$ cat src/rtl/muldiv_unit.sv
// muldiv_unit: iterative RV32M multiply/divide unit.
//
// Computes MUL/MULH/MULHSU/MULHU/DIV/DIVU/REM/REMU over 33 cycles. The CPU
// holds the PC and suppresses write-back while busy is high.
//
// Ports:
//   clk     - clock, all state updates on the rising edge
//   rst     - synchronous active-high reset
//   start   - begin an operation (sampled only in IDLE)
//   kill    - abort the in-flight operation; in IDLE it blocks start
//   funct3  - RV32M operation select
//   op_a    - rs1 value
//   op_b    - rs2 value
//   busy    - high whenever the unit is not IDLE
//   done    - one-cycle pulse, result valid in that cycle
//   result  - registered result, held until overwritten by the next operation
//
// Handshake: start is accepted at a rising edge only when busy is low and
// kill is low. Once accepted, the operands are latched and further start
// pulses are ignored until busy drops. done pulses for exactly one cycle
// (unless killed) and the unit returns to IDLE on the following edge.
module muldiv_unit #(
    parameter int XLEN = 32
) (
    input  logic            clk,
    input  logic            rst,
    input  logic            start,
    input  logic            kill,
    input  logic [2:0]      funct3,
    input  logic [XLEN-1:0] op_a,
    input  logic [XLEN-1:0] op_b,
    output logic            busy,
    output logic            done,
    output logic [XLEN-1:0] result
);

    localparam logic [1:0] S_IDLE = 2'd0;
    localparam logic [1:0] S_CALC = 2'd1;
    localparam logic [1:0] S_DONE = 2'd2;

    logic [1:0]        state;
    logic [5:0]        cnt;     // number of completed iterations (0..32)
    logic [2:0]        op;
    logic              neg_a;   // op_a was signed and negative
    logic              neg_b;   // op_b was signed and negative
    logic [XLEN-1:0]   mag_a;
    logic [XLEN-1:0]   mag_b;
    // Multiply: {partial high, remaining multiplier bits}.
    // Divide:   {partial remainder, dividend bits shifting into quotient}.
    logic [2*XLEN-1:0] acc;

    // ---- decode of the incoming operation ----
    logic            is_div_in;
    logic            signed_a_in;
    logic            signed_b_in;
    logic            neg_a_in;
    logic            neg_b_in;
    logic [XLEN-1:0] mag_a_in;
    logic [XLEN-1:0] mag_b_in;
    logic            div_zero;
    logic            div_ovf;
    logic [XLEN-1:0] fast_result;

    always_comb begin
        is_div_in   = funct3[2];
        signed_a_in = (funct3 == 3'b001) || (funct3 == 3'b010) ||
                      (funct3 == 3'b100) || (funct3 == 3'b110);
        signed_b_in = (funct3 == 3'b001) || (funct3 == 3'b100) ||
                      (funct3 == 3'b110);
        neg_a_in    = signed_a_in && op_a[XLEN-1];
        neg_b_in    = signed_b_in && op_b[XLEN-1];
        mag_a_in    = neg_a_in ? -op_a : op_a;
        mag_b_in    = neg_b_in ? -op_b : op_b;
        div_zero    = is_div_in && (op_b == '0);
        div_ovf     = ((funct3 == 3'b100) || (funct3 == 3'b110)) &&
                      (op_a == {1'b1, {(XLEN-1){1'b0}}}) &&
                      (op_b == {XLEN{1'b1}});
        // funct3[1] selects remainder vs quotient for the divide group.
        if (div_zero)
            fast_result = funct3[1] ? op_a : {XLEN{1'b1}};
        else
            fast_result = funct3[1] ? '0 : {1'b1, {(XLEN-1){1'b0}}};
    end

    // ---- one iteration step ----
    logic [XLEN:0]     mul_sum;
    logic [2*XLEN-1:0] mul_next;
    logic [XLEN:0]     div_shift;
    logic [XLEN:0]     div_diff;
    logic              div_ge;
    logic [2*XLEN-1:0] div_next;

    always_comb begin
        // Shift-add: add multiplicand to the high half when the current
        // multiplier LSB is set, then shift the whole accumulator right.
        mul_sum   = {1'b0, acc[2*XLEN-1:XLEN]} + (acc[0] ? {1'b0, mag_a} : '0);
        mul_next  = {mul_sum, acc[XLEN-1:1]};
        // Restoring division: shift the next dividend bit into the remainder,
        // subtract the divisor when it fits. The 33-bit trial cannot overflow.
        div_shift = {acc[2*XLEN-1:XLEN], acc[XLEN-1]};
        div_ge    = div_shift >= {1'b0, mag_b};
        div_diff  = div_shift - {1'b0, mag_b};
        div_next  = {div_ge ? div_diff[XLEN-1:0] : div_shift[XLEN-1:0],
                     acc[XLEN-2:0], div_ge};
    end

    // ---- signed fixup on completion ----
    logic [2*XLEN-1:0] prod;
    logic [XLEN-1:0]   quo;
    logic [XLEN-1:0]   rem;
    logic [XLEN-1:0]   final_result;

    always_comb begin
        prod = (neg_a ^ neg_b) ? -acc : acc;
        quo  = (neg_a ^ neg_b) ? -acc[XLEN-1:0] : acc[XLEN-1:0];
        rem  = neg_a ? -acc[2*XLEN-1:XLEN] : acc[2*XLEN-1:XLEN];
        if (op[2])
            final_result = op[1] ? rem : quo;
        else if (op[1:0] == 2'b00)
            final_result = prod[XLEN-1:0];
        else
            final_result = prod[2*XLEN-1:XLEN];
    end

    // ---- state machine ----
    always_ff @(posedge clk) begin
        if (rst) begin
            state  <= S_IDLE;
            cnt    <= '0;
            result <= '0;
            op     <= '0;
            neg_a  <= 1'b0;
            neg_b  <= 1'b0;
            mag_a  <= '0;
            mag_b  <= '0;
            acc    <= '0;
        end else begin
            case (state)
                S_IDLE: begin
                    if (start && !kill) begin
                        op    <= funct3;
                        neg_a <= neg_a_in;
                        neg_b <= neg_b_in;
                        mag_a <= mag_a_in;
                        mag_b <= mag_b_in;
                        cnt   <= '0;
                        if (div_zero || div_ovf) begin
                            result <= fast_result;
                            state  <= S_DONE;
                        end else begin
                            // Low half holds the multiplier (mul) or dividend (div).
                            acc   <= {{XLEN{1'b0}}, is_div_in ? mag_a_in : mag_b_in};
                            state <= S_CALC;
                        end
                    end
                end
                S_CALC: begin
                    if (kill) begin
                        state <= S_IDLE;
                    end else if (cnt == 6'd32) begin
                        result <= final_result;
                        state  <= S_DONE;
                    end else begin
                        acc <= op[2] ? div_next : mul_next;
                        cnt <= cnt + 6'd1;
                    end
                end
                S_DONE: begin
                    state <= S_IDLE;
                end
                default: begin
                    state <= S_IDLE;
                end
            endcase
        end
    end

    assign busy = (state != S_IDLE);
    assign done = (state == S_DONE);

endmodule
$ cat config.mk
export PLATFORM = sky130hd
export DESIGN_NAME = muldiv_unit
export DESIGN_NICKNAME = d
export VERILOG_FILES = /design/src/rtl/muldiv_unit.sv
export SDC_FILE = /design/constraint.sdc
export NUM_CORES = 1
export LEC_CHECK = 0
export CORE_ASPECT_RATIO = 2
export CORE_MARGIN = 2
export CORE_UTILIZATION = 40
export CTS_CLUSTER_DIAMETER = 100
export CTS_CLUSTER_SIZE = 8
export DETAILED_ROUTE_END_ITERATION = 10
export SETUP_SLACK_MARGIN = 0.3
export SYNTH_ARGS = -nofsm -noshare
export SYNTH_HDL_FRONTEND = slang
export SYNTH_SLANG_ARGS = --single-unit
$ cat constraint.sdc
create_clock -name clk -period 4.8 [get_ports clk]
set_input_delay 1.2 -clock clk [delete_from_list [all_inputs] [get_ports clk]]
set_output_delay 1.2 -clock clk [all_outputs]
set_load 0.005 [all_outputs]
# Word-level counts from Yosys, hierarchy flattened
# Cells that the tools add are included.
[classes]
add_sub_neg = 8
multipliers = 0
div_mod_pow = 0
order_cmp = 1
n_eq_ne = 16
n_shift = 0
mux = 34
n_bitwise = 1
n_reduce_logical = 24
[ops]
columns = ["op", "count"]
rows = [
  ["$mux W32", 17],
  ["$mux W64", 6],
  ["$neg A32 Y32", 4],
  ["$pmux W64 S2", 1],
  ["$eq A32 B32 Y1 const B", 2],
  ["$neg A64 Y64", 1],
  ["$pmux W32 S2", 1],
  ["$add A32 B32 Y33", 1],
  ["$ge A33 B32 Y1", 1],
  ["$logic_not A32 Y1", 1],
  ["$sub A32 B32 Y32", 1],
  ["$mux W6", 3],
  ["$ne A2 B2 Y1 const B", 6],
  ["$pmux W6 S2", 1],
  ["$reduce_and A5 Y1", 2],
  ["$mux W2", 4],
  ["$logic_or A1 B1 Y1", 7],
  ["$add A6 B1 Y6 const B", 1],
  ["$eq A3 B3 Y1 const B", 2],
  ["$eq A6 B6 Y1 const B", 1],
  ["$logic_and A1 B1 Y1", 6],
  ["$logic_not A2 Y1", 2],
  ["$pmux W2 S2", 1],
  ["$reduce_and A2 Y1", 2],
  ["9 further kinds", 10],
]
[word_totals]
reg_bits = 173
latchBits = 0
mem_bits_rw = 0
mem_bits_ro = 0
inputBits = 71
out_inout_bits = 34
elab_cells = 93
mem_count = 0

# Depth between registers and ports, before layout
# Gate-level depths: netlist (run 1).
[logic_depth]
depth_word = 10
ltp_mapped = 15
mapped_depth_nobuf = 13

# Least setup slack after synthesis (run 1)
# OpenSTA, ideal clock, no wires.
[synth_path]
kind = "in2reg"
from = "in op_b[1]"
to = "reg result[21]"
setup_ns = 0.133
t_arrival_ns = 3.796
required_ns = 4.667
slack_ns = 0.871
cell_stages = 12
n_path_buf = 1
cell_sequence = "inv_1 > ha_1 > nor4b_1 > nand3_1 > or4b_1 > buf_2 > nor2_8 > o21ai_2 > a211o_1 > or3_1 > o21ai_1 > a311oi_1"
[synth_between]
elab_chain_len = 6
word_cells_on_any_way = 11
cone_classes = "eq/ne (2); mux (4); reduce/logical (5)"
[synth_rtl]
columns = ["item", "line", "rtl"]
rows = [
  ["start: declaration", "31", "input logic [XLEN-1:0] op_b,"],
  ["$logic_not A32 Y1", "74", "div_zero = is_div_in && (op_b == '0);"],
  ["$logic_and A1 B1 Y1", "74", ""],
  ["$mux W32", "79", "if (div_zero)"],
  ["$mux W32", "147", "if (div_zero || div_ovf) begin"],
  ["$mux W32", "140", "if (start && !kill) begin"],
  ["$pmux W32 S2", "138", "case (state)"],
  ["end signal: assignment", "148", "result <= fast_result;"],
  ["end signal: assignment", "161", "result <= final_result;"],
  ["end: declaration", "34", "output logic [XLEN-1:0] result"],
]
# Several ways; a longest one is shown, not always the timed one. The select of a mux whose other input is x is not followed.
# A chain may end at the register's enable or synchronous reset.

# Worst setup path after layout (run 1)
[layout_path]
from = "in op_a[3]"
to = "reg acc[23]"
[layout_between]
elab_chain_len = 6
word_cells_on_any_way = 12
cone_classes = "add/sub (1); eq/ne (2); mux (5); reduce/logical (4)"
[layout_rtl]
columns = ["item", "line", "rtl"]
rows = [
  ["start: declaration", "30", "input logic [XLEN-1:0] op_a,"],
  ["$neg A32 Y32 / $eq A32 B32 Y1 (equally long branches)", "72, 76", ""],
  ["$mux W32 / $logic_and A1 B1 Y1 (equally long branches)", "72, 75", ""],
  ["$mux W32 / $logic_and A1 B1 Y1 (equally long branches)", "152, 76", ""],
  ["$mux W64 / $logic_or A1 B1 Y1 (equally long branches)", "147", ""],
  ["$mux W64 / $ne A2 B2 Y1 (equally long branches)", "n/a", ""],
  ["$pmux W64 S2 / $reduce_and A5 Y1 (equally long branches)", "n/a", ""],
  ["end signal: assignment", "152", "acc <= {{XLEN{1'b0}}, is_div_in ? mag_a_in : mag_b_in};"],
  ["end signal: assignment", "164", "acc <= op[2] ? div_next : mul_next;"],
  ["end: declaration", "50", "logic [2*XLEN-1:0] acc;"],
]
# Several ways; a longest one is shown, not always the timed one. The select of a mux whose other input is x is not followed.

==> results of run 1 <==
-- flip-flops by register name, summed over array words and instances (netlist names) --
name,cells
acc,64
cnt,6
mag_a,32
mag_b,32
neg_a,1
neg_b,1
op,3
result,32
state,2
-- power by group --
group	switching [mW]	internal, mW	leakage, nW	total [mW]
logic	0.826	0.439	5.39	1.26
clock network	0.732	0.762	0.299	1.49
registers	0.0906	1.50	1.41	1.59
total	1.65	2.70	7.10	4.35
-- critical path: cells and delay by family --
| family | cells | cell delay (ns) |
|---|---|---|
| buffers and inverters | 1 | 0.59 |
| multiplexers | 1 | 0.19 |
| AO/OA/AOI/OAI | 2 | 0.47 |
| AND/OR/NAND/NOR | 4 | 1.28 |
| XOR/XNOR | 1 | 0.91 |
-- final timing paths --
kind,start,end,slack (ns),cells after the start
hold reg to reg,mag_a[0],mag_a[0],0.45,2
setup / recovery,op_a[3],acc[23],0.46,9
setup reg to reg,acc[0],result[5],0.64,8
hold / removal,mag_a[0],mag_a[0],0.45,2
-- Yosys cell counts (all sizes together) (21+ instances only) --
| cell | count | share of area (%) |
|---|---|---|
| xor2 | 91 | 5.1 |
| nand4 | 25 | 0.99 |
| nand2b | 22 | 0.92 |
| clkbuf | 136 | 3.2 |
| inv | 66 | 1.6 |
| mux2i | 67 | 4.3 |
| a211oi | 102 | 4.9 |
| nor2 | 247 | 6.0 |
| nor3 | 54 | 1.9 |
| a21oi | 183 | 5.8 |
| a31oi | 28 | 1.1 |
| dfxtp | 173 | 22 |
| and2 | 35 | 1.4 |
| nand3 | 33 | 1.1 |
| a21o | 32 | 1.5 |
| and3 | 23 | 0.91 |
| ha | 71 | 5.6 |
| xnor2 | 106 | 5.9 |
| o211ai | 23 | 1.1 |
| o21ai | 157 | 5.0 |
| nor4 | 21 | 0.97 |
| buf | 26 | 0.78 |
| nand2 | 164 | 3.9 |
-- final cells by class --
type / instances / area [um2]
fill: 4040 / 20400
clock inverter: 14 / 168.9
multi-input combinational: 1747 / 11450
inverter: 67 / 251.5
timing repair buffer: 217 / 1969
tap: 520 / 650.6
sequential: 173 / 3465
clock buffer: 18 / 439.2
-- stage by stage --
| stage | worst slack, ns | hold WS, ns | std cells | util, % |
|---|---|---|---|---|
| 3_5_place_dp | 0.1772 | 0.4452 | 2724 | 45.84 |
| 2_1_floorplan | 0.8707 | 0.4317 | 2149 | - |
| 3_3_place_gp | 0.2410 | 0.4454 | 2724 | 45.84 |
| 5_1_grt | 0.3469 | 0.4849 | 2756 | 47.41 |
| 4_1_cts | 0.6465 | 0.4561 | 2756 | 47.41 |
| 6_report | 0.4597 | 0.4539 | 2756 | 47.41 |
-- per-layer routing --
metal	wire length, um	global-route usage, %	part of all wire (%)
met1	25250	36.54	32
met2	38410	66.08	49
met3	4602	6.621	5.9
met4	9693	37.50	12
met5	36	0	0.046
-- kinds of logic (layout without fill, tap and decap cells) --
logic type | after synthesis | in the layout | share of synthesized area [%]
multiplexers | 71 | 71 | 4.547
buffers and inverters | 229 | 316 | 5.620
adder cells (fa/ha/maj) | 73 | 73 | 5.899
XOR/XNOR | 197 | 197 | 10.96
flip-flops | 173 | 173 | 22.00
AO/OA/AOI/OAI | 700 | 700 | 28.86
AND/OR/NAND/NOR | 706 | 706 | 22.11
==> qor.yml, run 1 <==
timing:
  fmax_mhz: 230.4
  hold_viol: 0
  setup_viol: 0
  max_slew_margin_pct: 5.637
  fin_tns_setup_ns: 0
  worst_pin_slew_ns: 1.403
  slew_violations: 0
  grt_setup_unrepaired: "false"
  finalCritPeriodShare_pct: 90.42
  fin_skew_ns: 0.01934
  fin_crit_ns: 4.340
clock_tree:
  cts_num_sinks: 173
  ctsHoldBuffers: 0
  ctsResizeCount: 0
  tritoncts: "yes"
  htreeDepth: 4
  cts_buffer_depth: 2
  clk_latency_ns: 0.47
  clk_pin_slew_ns: 0.08
  cts_root_buffer: "clkbuf_16"
  cts_made_buffers: 17
  post_cts_buffers: 0
placed_design:
  gp_congestion: 1.085
  numPortBuffers: 104
  hpwl_mm: 61.95
  placed_area_um2: 17780
critical_path:
  cp.arrival_ns: 4.65
  end_kind: "flip-flop"
  slowest_delay_ns: 0.91
  cp_slowest_cell: "xnor2_1"
  worstPathRequired_ns: 5.11
  crit_fanout: 5
  cp_cell_sequence: "clkdlybuf4s50_1, or4_1, nor4_2, nand3_1, o31a_1, xnor2_1, mux2i_1, a21oi_1, nor3_1"
  crit_path_start_kind: "input pin"
  path_class: "in2reg"
grt:
  antenna_found_initial: 4
  grt_pass1_vias: 17580
  gr-total-overflow: 0
  grt_use_total_pct: 38.11
  grt_pass1_wl_mm: 113.6
  grt_max_degree: 135
layout:
  drive_gt1_share_pct: 8.631
  nets: 2367
  finalInstanceArea_um2: 18390
  mostFrequentLayoutCells: "nor2_1 (244), a21oi_1 (183), dfxtp_1 (172)"
  syn_to_final_growth_pct: 16.86
  final_common_cell: "nor2_1"
  diodes: 0
run:
  maxCapViolations: 0
route:
  postRouteWirelength_mm: 78.00
  wl_per_cell_um: 28.30
  drcViolationCount: 0
  dr_total_vias: 17550
  drt_iter0_drc: 1263
  drtAntennaViolNets: 0
  dr.pass1.iters: 6
  routed_via_density: 6.367
floorplanning:
  pin_count: 105
  die_h_um: 284.5
  die_w_um: 144.3
  dieArea_um2: 41050
  core_um2: 38800
  rows: 102
  initial_utilization_pct: 40.57
min_path:
  hp-class: "reg2reg"
power:
  p_per_area_nw_per_um2: 236.5
  power_mw: 4.350
  leakage_nw: 7.100
  vdd_drop_max_mv: 0.2835
status:
  status: "finished clean"
yosys:
  yosysSeqAreaShare_pct: 22.00
  yosysWarnings: 0
  ys_ff_latch: 173
  synth_nets: 2293
  syn_area_per_cell_um2: 7.324
  netlist_instances: 2149
  synth_edf_count: 0
  async_reset_ff_share_pct: 0
  synth_area_um2: 15740
  synth_cell_types: 90
  ys.flop_type: "dfxtp_1"
Power figures use the tool's default switching activity.
==> run 2: changes to the inputs <==
- SKIP_CTS_REPAIR_TIMING: default -> 1
==> results of run 2 <==
Final layout, timing and power as in run 1 (identical DEF).
==> run 3: changes to the inputs <==
- TNS_END_PERCENT: default -> 50
==> results of run 3 <==
Final layout, timing and power as in run 1 (identical DEF).
